## src/rtl/exu_wb_pkg.sv

```systemverilog
// Shared encodings for the execute-stage writeback unit: source select,
// load size and FSM state.
package exu_wb_pkg;

  typedef enum logic [1:0] {
    SEL_NONE = 2'd0,
    SEL_ALU  = 2'd1,
    SEL_IMM  = 2'd2,
    SEL_MEM  = 2'd3
  } wb_sel_e;

  typedef enum logic [1:0] {
    LD_B = 2'd0,
    LD_H = 2'd1,
    LD_W = 2'd2,
    LD_D = 2'd3
  } ld_size_e;

  typedef enum logic {
    ST_IDLE     = 1'b0,
    ST_WAIT_MEM = 1'b1
  } wb_state_e;

  localparam int XLEN_DEF = 32;
  localparam int RA_W_DEF = 5;

  // A 32-bit datapath has only four byte lanes, so the top offset bit is dropped.
  function automatic logic [2:0] eff_offset(input logic [2:0] offset, input int xlen);
    return (xlen == 32) ? {1'b0, offset[1:0]} : offset;
  endfunction

endpackage

```

## src/rtl/exu_wb_if.sv

```systemverilog
// Request, load-return and register-file write signals of the writeback unit.
// The master side issues requests and load data; the slave side is exu_wb.
interface exu_wb_if
  import exu_wb_pkg::*;
#(
  parameter int XLEN = 32,
  parameter int RA_W = 5
) ();

  logic            in_valid;
  logic            in_ready;
  logic [RA_W-1:0] in_rd;
  wb_sel_e         in_sel;
  ld_size_e        in_ld_size;
  logic            in_ld_unsigned;
  logic [2:0]      in_addr_lo;
  logic [XLEN-1:0] alu_result;
  logic [XLEN-1:0] imm;
  logic            mem_rvalid;
  logic [XLEN-1:0] mem_r;
  logic            gpr_w_en;
  logic [RA_W-1:0] gpr_w_addr;
  logic [XLEN-1:0] gpr_w_data;
  logic            load_err;

  modport master (
    output in_valid, in_rd, in_sel, in_ld_size, in_ld_unsigned, in_addr_lo,
           alu_result, imm, mem_rvalid, mem_r,
    input  in_ready, gpr_w_en, gpr_w_addr, gpr_w_data, load_err
  );

  modport slave (
    input  in_valid, in_rd, in_sel, in_ld_size, in_ld_unsigned, in_addr_lo,
           alu_result, imm, mem_rvalid, mem_r,
    output in_ready, gpr_w_en, gpr_w_addr, gpr_w_data, load_err
  );

endinterface

```

## src/rtl/exu_wb_ld_ext.sv

```systemverilog
// Combinational load extraction: selects the addressed byte/half/word/double
// from the raw load word, extends it to XLEN and flags misalignment.
module exu_wb_ld_ext
  import exu_wb_pkg::*;
#(
  parameter int XLEN = 32
) (
  input  logic [XLEN-1:0] data,
  input  logic [2:0]      offset,
  input  ld_size_e        size,
  input  logic            ld_unsigned,
  output logic [XLEN-1:0] value,
  output logic            misaligned
);

  logic [2:0]      off;
  logic [XLEN-1:0] shifted;
  logic [XLEN-1:0] mask;
  logic            sign;

  assign off     = eff_offset(offset, XLEN);
  assign shifted = data >> {off, 3'b000};

  // Extension is done with a keep-mask so no zero-width replication appears for any XLEN.
  always_comb begin
    mask       = '1;
    sign       = shifted[XLEN-1];
    misaligned = 1'b0;
    case (size)
      LD_B: begin
        mask = XLEN'(8'hFF);
        sign = shifted[7];
      end
      LD_H: begin
        mask       = XLEN'(16'hFFFF);
        sign       = shifted[15];
        misaligned = off[0];
      end
      LD_W: begin
        mask       = XLEN'(32'hFFFF_FFFF);
        sign       = shifted[31];
        misaligned = |off[1:0];
      end
      LD_D: begin
        misaligned = (XLEN == 32) || (off != 3'd0);
      end
      default: ;
    endcase
    value = (shifted & mask) | ((sign && !ld_unsigned) ? ~mask : '0);
  end

endmodule

```

## src/rtl/exu_wb.sv

```systemverilog
// Execute-stage writeback unit: ALU/IMM results are written the cycle after
// accept; loads wait for mem_rvalid. Optional bypass outputs under EXU_WB_FWD_EN.
//
// state       | meaning
// ST_IDLE     | ready for a request; ALU/IMM writes issue back-to-back
// ST_WAIT_MEM | load accepted, holding captured fields until mem_rvalid
module exu_wb
  import exu_wb_pkg::*;
#(
  parameter int XLEN = XLEN_DEF,
  parameter int RA_W = RA_W_DEF
) (
  input  logic            clk,
  input  logic            rst,
`ifdef EXU_WB_FWD_EN
  output logic            fwd_valid,
  output logic [RA_W-1:0] fwd_addr,
  output logic [XLEN-1:0] fwd_data,
`endif
  exu_wb_if.slave         wb
);

  wb_state_e       state, state_nx;
  logic            accept;
  logic            cap_en;
  logic [RA_W-1:0] cap_rd;
  ld_size_e        cap_size;
  logic            cap_uns;
  logic [2:0]      cap_off;

  logic            w_en, w_en_nx;
  logic [RA_W-1:0] w_addr, w_addr_nx;
  logic [XLEN-1:0] w_data, w_data_nx;
  logic            err, err_nx;

  logic [XLEN-1:0] ld_value;
  logic            ld_mis;

  assign wb.in_ready = (state == ST_IDLE);
  assign accept      = wb.in_valid && wb.in_ready;

  exu_wb_ld_ext #(.XLEN(XLEN)) u_ld_ext (
    .data       (wb.mem_r),
    .offset     (cap_off),
    .size       (cap_size),
    .ld_unsigned(cap_uns),
    .value      (ld_value),
    .misaligned (ld_mis)
  );

  always_ff @(posedge clk or negedge rst) begin
    if (!rst) begin
      state  <= ST_IDLE;
      w_en   <= 1'b0;
      w_addr <= '0;
      w_data <= '0;
      err    <= 1'b0;
    end else begin
      state  <= state_nx;
      w_en   <= w_en_nx;
      w_addr <= w_addr_nx;
      w_data <= w_data_nx;
      err    <= err_nx;
    end
  end

  always_ff @(posedge clk or negedge rst) begin
    if (!rst) begin
      cap_rd   <= '0;
      cap_size <= LD_B;
      cap_uns  <= 1'b0;
      cap_off  <= '0;
    end else if (cap_en) begin
      cap_rd   <= wb.in_rd;
      cap_size <= wb.in_ld_size;
      cap_uns  <= wb.in_ld_unsigned;
      cap_off  <= wb.in_addr_lo;
    end
  end

  // x0 writes still run the handshake but never raise the write strobe.
  always_comb begin
    state_nx  = state;
    w_en_nx   = 1'b0;
    w_addr_nx = w_addr;
    w_data_nx = w_data;
    err_nx    = 1'b0;
    cap_en    = 1'b0;
    case (state)
      ST_IDLE: begin
        if (accept) begin
          case (wb.in_sel)
            SEL_ALU: begin
              w_en_nx   = |wb.in_rd;
              w_addr_nx = wb.in_rd;
              w_data_nx = wb.alu_result;
            end
            SEL_IMM: begin
              w_en_nx   = |wb.in_rd;
              w_addr_nx = wb.in_rd;
              w_data_nx = wb.imm;
            end
            SEL_MEM: begin
              cap_en   = 1'b1;
              state_nx = ST_WAIT_MEM;
            end
            default: ;
          endcase
        end
      end
      ST_WAIT_MEM: begin
        if (wb.mem_rvalid) begin
          state_nx = ST_IDLE;
          if (ld_mis) begin
            err_nx = 1'b1;
          end else begin
            w_en_nx   = |cap_rd;
            w_addr_nx = cap_rd;
            w_data_nx = ld_value;
          end
        end
      end
      default: state_nx = ST_IDLE;
    endcase
  end

  assign wb.gpr_w_en   = w_en;
  assign wb.gpr_w_addr = w_addr;
  assign wb.gpr_w_data = w_data;
  assign wb.load_err   = err;

`ifdef EXU_WB_FWD_EN
  assign fwd_valid = w_en;
  assign fwd_addr  = w_addr;
  assign fwd_data  = w_data;
`endif

endmodule

```

## src/flat_wrapper.sv

```systemverilog
// flat-port wrapper written by rule: the top's interface ports become plain ports
module exu_wb_flat import exu_wb_pkg::*;
#(
  parameter int XLEN = XLEN_DEF,
  parameter int RA_W = RA_W_DEF
)
  (clk, rst, wb_in_valid, wb_in_rd, wb_in_sel, wb_in_ld_size, wb_in_ld_unsigned, wb_in_addr_lo, wb_alu_result, wb_imm, wb_mem_rvalid, wb_mem_r, wb_in_ready, wb_gpr_w_en, wb_gpr_w_addr, wb_gpr_w_data, wb_load_err);
  exu_wb_if #(.XLEN(XLEN), .RA_W(RA_W)) wb_i ();
  input  logic clk;
  input  logic rst;
  input wire logic [$bits(wb_i.in_valid)-1:0] wb_in_valid;
  input wire logic [$bits(wb_i.in_rd)-1:0] wb_in_rd;
  input wire logic [$bits(wb_i.in_sel)-1:0] wb_in_sel;
  input wire logic [$bits(wb_i.in_ld_size)-1:0] wb_in_ld_size;
  input wire logic [$bits(wb_i.in_ld_unsigned)-1:0] wb_in_ld_unsigned;
  input wire logic [$bits(wb_i.in_addr_lo)-1:0] wb_in_addr_lo;
  input wire logic [$bits(wb_i.alu_result)-1:0] wb_alu_result;
  input wire logic [$bits(wb_i.imm)-1:0] wb_imm;
  input wire logic [$bits(wb_i.mem_rvalid)-1:0] wb_mem_rvalid;
  input wire logic [$bits(wb_i.mem_r)-1:0] wb_mem_r;
  output wire logic [$bits(wb_i.in_ready)-1:0] wb_in_ready;
  output wire logic [$bits(wb_i.gpr_w_en)-1:0] wb_gpr_w_en;
  output wire logic [$bits(wb_i.gpr_w_addr)-1:0] wb_gpr_w_addr;
  output wire logic [$bits(wb_i.gpr_w_data)-1:0] wb_gpr_w_data;
  output wire logic [$bits(wb_i.load_err)-1:0] wb_load_err;
  assign wb_i.in_valid = wb_in_valid;
  assign wb_i.in_rd = wb_in_rd;
  assign wb_i.in_sel = wb_in_sel;
  assign wb_i.in_ld_size = wb_in_ld_size;
  assign wb_i.in_ld_unsigned = wb_in_ld_unsigned;
  assign wb_i.in_addr_lo = wb_in_addr_lo;
  assign wb_i.alu_result = wb_alu_result;
  assign wb_i.imm = wb_imm;
  assign wb_i.mem_rvalid = wb_mem_rvalid;
  assign wb_i.mem_r = wb_mem_r;
  assign wb_in_ready = wb_i.in_ready;
  assign wb_gpr_w_en = wb_i.gpr_w_en;
  assign wb_gpr_w_addr = wb_i.gpr_w_addr;
  assign wb_gpr_w_data = wb_i.gpr_w_data;
  assign wb_load_err = wb_i.load_err;
  exu_wb #(.XLEN(XLEN), .RA_W(RA_W)) u_core (.clk(clk), .rst(rst), .wb(wb_i));
endmodule
```

## config.mk

```make
export PLATFORM = sky130hd
export DESIGN_NAME = exu_wb_flat
export DESIGN_NICKNAME = d
export VERILOG_FILES = /design/src/rtl/exu_wb_pkg.sv /design/src/rtl/exu_wb_if.sv /design/src/rtl/exu_wb_ld_ext.sv /design/src/rtl/exu_wb.sv /design/src/flat_wrapper.sv
export SDC_FILE = /design/constraint.sdc
export NUM_CORES = 1
export LEC_CHECK = 0
export ABC_AREA = 1
export ABC_CLOCK_PERIOD_IN_PS = 1650
export BUFFER_PORTS_ARGS = -buffer_cell sky130_fd_sc_hd__buf_4
export CORE_MARGIN = 8
export CORE_UTILIZATION = 48
export CTS_CLUSTER_DIAMETER = 150
export DETAILED_ROUTE_END_ITERATION = 12
export PLACE_DENSITY = 0.9
export SLEW_MARGIN = 20
export SYNTH_ARGS = -nofsm -noshare
export SYNTH_HDL_FRONTEND = slang
export SYNTH_SLANG_ARGS = --single-unit
```

## constraint.sdc

```tcl
create_clock -name clk -period 1.65 [get_ports clk]
set_input_delay 0.2475 -clock clk [delete_from_list [all_inputs] [get_ports clk]]
set_output_delay 0.2475 -clock clk [all_outputs]
set_load 0.02 [all_outputs]
```

==> summary.txt <==
Run status
  • Status: complete, no violations

Placed design
  • # port buffers: 151
  • Setup WS pre-CTS: 0.0841 ns
  • Placer congestion estimate: 0.904
  • Placed instance area: 0.00453 mm2
  • Hpwl dp: 9270 um
  • Dpl cells: 738

STA
  • Clk_skew: 0.00853 ns
  • Final setup violation count: 0
  • Slew @ Worst Pin: 0.631 ns
  • Final Max Tran Viols: 0
  • Rel. slew slack: 57.9%
  • Minimum clock period: 1.57 ns
  • Period utilisation layout: 95.0%
  • F_max: 638 MHz
  • Fin Setup TNS: 0 ns
  • Setup WS post-layout: 0.0828 ns
  • Final Hold Violating Endpoints: 0

Setup path
  • Critical Path RT: 1.85 ns
  • WS Path Type: register to register
  • RR Endpoint: u_core.wb.gpr_w_data[30]
  • Crit path DAT: 1.77 ns
  • CP Depth: 9
  • Buf+Inv Stages, Crit Path: 1
  • Cell breakdown of the critical path: buf_4 -> nand2_1 -> nand3_1 -> nand3_1 -> nand3_4 -> nand3_2 -> nand2_1 -> nand2_1 -> nand2_1
  • Slowest cell on the critical path: dfrtp_2
  • CP Max Fanout: 8
  • Worst Setup Start Kind: register
  • Delay of the slowest critical-path stage: 0.47 ns
  • Most used cell along the critical path: nand2_1
  • CP endpoint kind: register
  • Critical R2R Launch: u_core.cap_off[0]
  • Top delay family on crit path: simple AND/OR/NAND/NOR gates
  • Reg2Reg Depth: 9
  • Reg-to-reg setup timing slack: 0.08 ns

Power and ir drop
  • LEAKAGE: 2.49 nW
  • VDD IR max: 0.000620 V
  • Power Total: 4.93 mW
  • Pwr Density: 1050 mW/mm2

GRT
  • Overflow left after global routing: 0
  • Met3 Use GR: 6.91%
  • Gr busiest metal: met2
  • First-pass GRT wire length: 18,700 um
  • Met2 Track Usage GR: 41.0%
  • GRT Total Usage: 23.2%
  • Met1 usage: 25.8%
  • Initial antenna violation count: 0
  • Vias in the first global route: 3,962
  • Pin count of the biggest net entering global routing: 51

Die
  • Core area: 0.00676 mm2
  • Die Width: 99.1 um
  • Die Height: 99.1 um
  • Die area: 0.00982 mm2
  • Placement Rows: 30
  • Io pins: 153
  • Starting Density: 49.1%

Synth
  • Synth Area per Inst: 6.34 um2
  • Area leader, netlist: dfrtp_1
  • Top-area cell type share of the netlist area: 37.7%
  • FF+latch count, synth: 50
  • Unique masters post-synth: 22
  • Ys Warns: 0
  • Synth area leaders: dfrtp_1 38%, nand2_1 24%, a21oi_1 13%, nor2_1 4.8%, o21ai_0 4.7%
  • Post-synthesis sequential area ratio: 37.7%
  • Post-Syn Instances: 523
  • Post-Synthesis Cell Area: 0.00332 mm2
  • Synth Net Count: 638

Drt
  • Post-detailed-route wirelength per cell: 16.0 um
  • DR iter-0 viols: 359
  • Final WL: 12,000 um
  • Vias per Instance: 5.48
  • TritonRoute pass-1 iters: 6
  • ANT nets after route: 0
  • Drt drc: 0
  • Via Count: 4,097

Cells and area
  • Nets@finish: 782
  • Most frequent cells in the layout: 212 x nand2_1, 167 x buf_4, 83 x a21oi_1
  • Area Overhead vs Synth: 41.4%
  • Post-Layout Cell Count: 748
  • Commonest non-fill, non-tap cell in the layout: nand2_1
  • ANT cells: 0
  • Final instance area: 0.00469 mm2
  • Fraction of layout cells with a size suffix above 1: 28.6%

CTS
  • CTS root buf: clkbuf_8
  • CTS Buf Count: 5
  • CTS tree: built
  • Clk slew on worst S/H paths: 0.10 ns
  • Clk Latency, worst-skew pair: 0.31 ns
  • CTS sink cnt: 50
  • Clock Tree Buf Depth: 2
  • Post-CTS Setup Bufs: 0
  • CTS HTree Levels: 2

Worst hold path
  • Hold Path End: u_core.state
  • Min-delay src: wb_mem_rvalid
  • Hold Crit Class: input port to register
  • Hold Path Depth: 2

Run
  • Max-Cap Viols: 0
cells by family (layout without fill, tap and decap cells):
| logic type | count (synthesis) | count (layout) | share of synthesized area [%] |
|---|---|---|---|
| and+or+nand+nor | 272 | 273 | 31.9 |
| AOI/OAI and AO/OA | 130 | 130 | 20.3 |
| buffers and inverters | 68 | 212 | 8.94 |
| DFF | 50 | 50 | 37.7 |
| adders and majority gates | 2 | 2 | 0.755 |
| muxes | 1 | 1 | 0.340 |
through the flow:
stage          utilization, %  hold WS, ns
2_1_floorplan               -      -0.0481
3_3_place_gp             67.0        0.307
3_5_place_dp             67.0        0.314
4_1_cts                  68.6        0.124
5_1_grt                  69.4        0.126
6_report                 69.4        0.124
what timing repair did:
action | CTS | global route
endpoints found under the hold margin | 50 | 0
hold buffers | 1 | 0
resized for setup | 0 | 12
setup endpoints to repair | 0 | 29
registers in the layout, indices dropped and copies added, names as in the netlist:
signal and flops:
u_core.wb.gpr_w_addr 5, u_core.cap_off 2, u_core.wb.gpr_w_en 1, u_core.wb.gpr_w_data 32, u_core.cap_size 2, u_core.state 1
u_core.wb.load_err 1, u_core.cap_uns 1, u_core.cap_rd 5
area by class of cell:
cell class / instances / area (um2)
inverter: 34 / 134
tap: 80 / 100
timing repair buffer: 170 / 1290
clock buffer: 5 / 68.8
sequential: 50 / 1250
clock inverter: 3 / 25.0
multi-input combinational: 406 / 1810
fill: 593 / 2070
report_power, final:
| group | internal [mW] | switching (mW) | total, mW |
|---|---|---|---|
| Sequential | 1.57 | 0.225 | 1.79 |
| Combinational | 0.986 | 1.40 | 2.38 |
| Clock | 0.307 | 0.455 | 0.762 |
| Total | 2.86 | 2.08 | 4.93 |
how the worst max path moves through the flow:
stage	start	to	slack, ns
2_1_floorplan	u_core.cap_off[0]	u_core.wb.gpr_w_data[24]	0.30
3_3_place_gp	u_core.cap_off[0]	u_core.wb.gpr_w_data[12]	0.14
3_5_place_dp	u_core.cap_size[0]	u_core.wb.gpr_w_data[15]	0.08
4_1_cts	u_core.cap_off[0]	u_core.wb.gpr_w_data[12]	0.05
5_1_grt	u_core.cap_off[1]	u_core.wb.gpr_w_data[13]	-0.02
6_report	u_core.cap_off[0]	u_core.wb.gpr_w_data[30]	0.08
cell usage after synthesis:
cell,instances
clkbuf_1,20
o22ai_1,8
inv_1,30
nand2_2,1
mux2_2,1
nand2_1,212
nor2_2,1
a21oi_1,83
o21ai_2,1
buf_2,9
buf_6,3
a31oi_1,6
ha_1,2
buf_4,2
inv_2,4
nand3_2,2
nand4_1,1
o31ai_1,1
dfrtp_1,50
nand3_1,13
o21ai_0,31
nor2_1,42
metal layers:
| layer | up-vias | share of wire, % |
|---|---|---|
| met4 | 0 | 3.0 |
| li1 | 1966 | - |
| met3 | 33 | 9.6 |
| met2 | 201 | 50 |
| met5 | - | 0 |
| met1 | 1897 | 38 |
(Power assumes the default switching activity.)
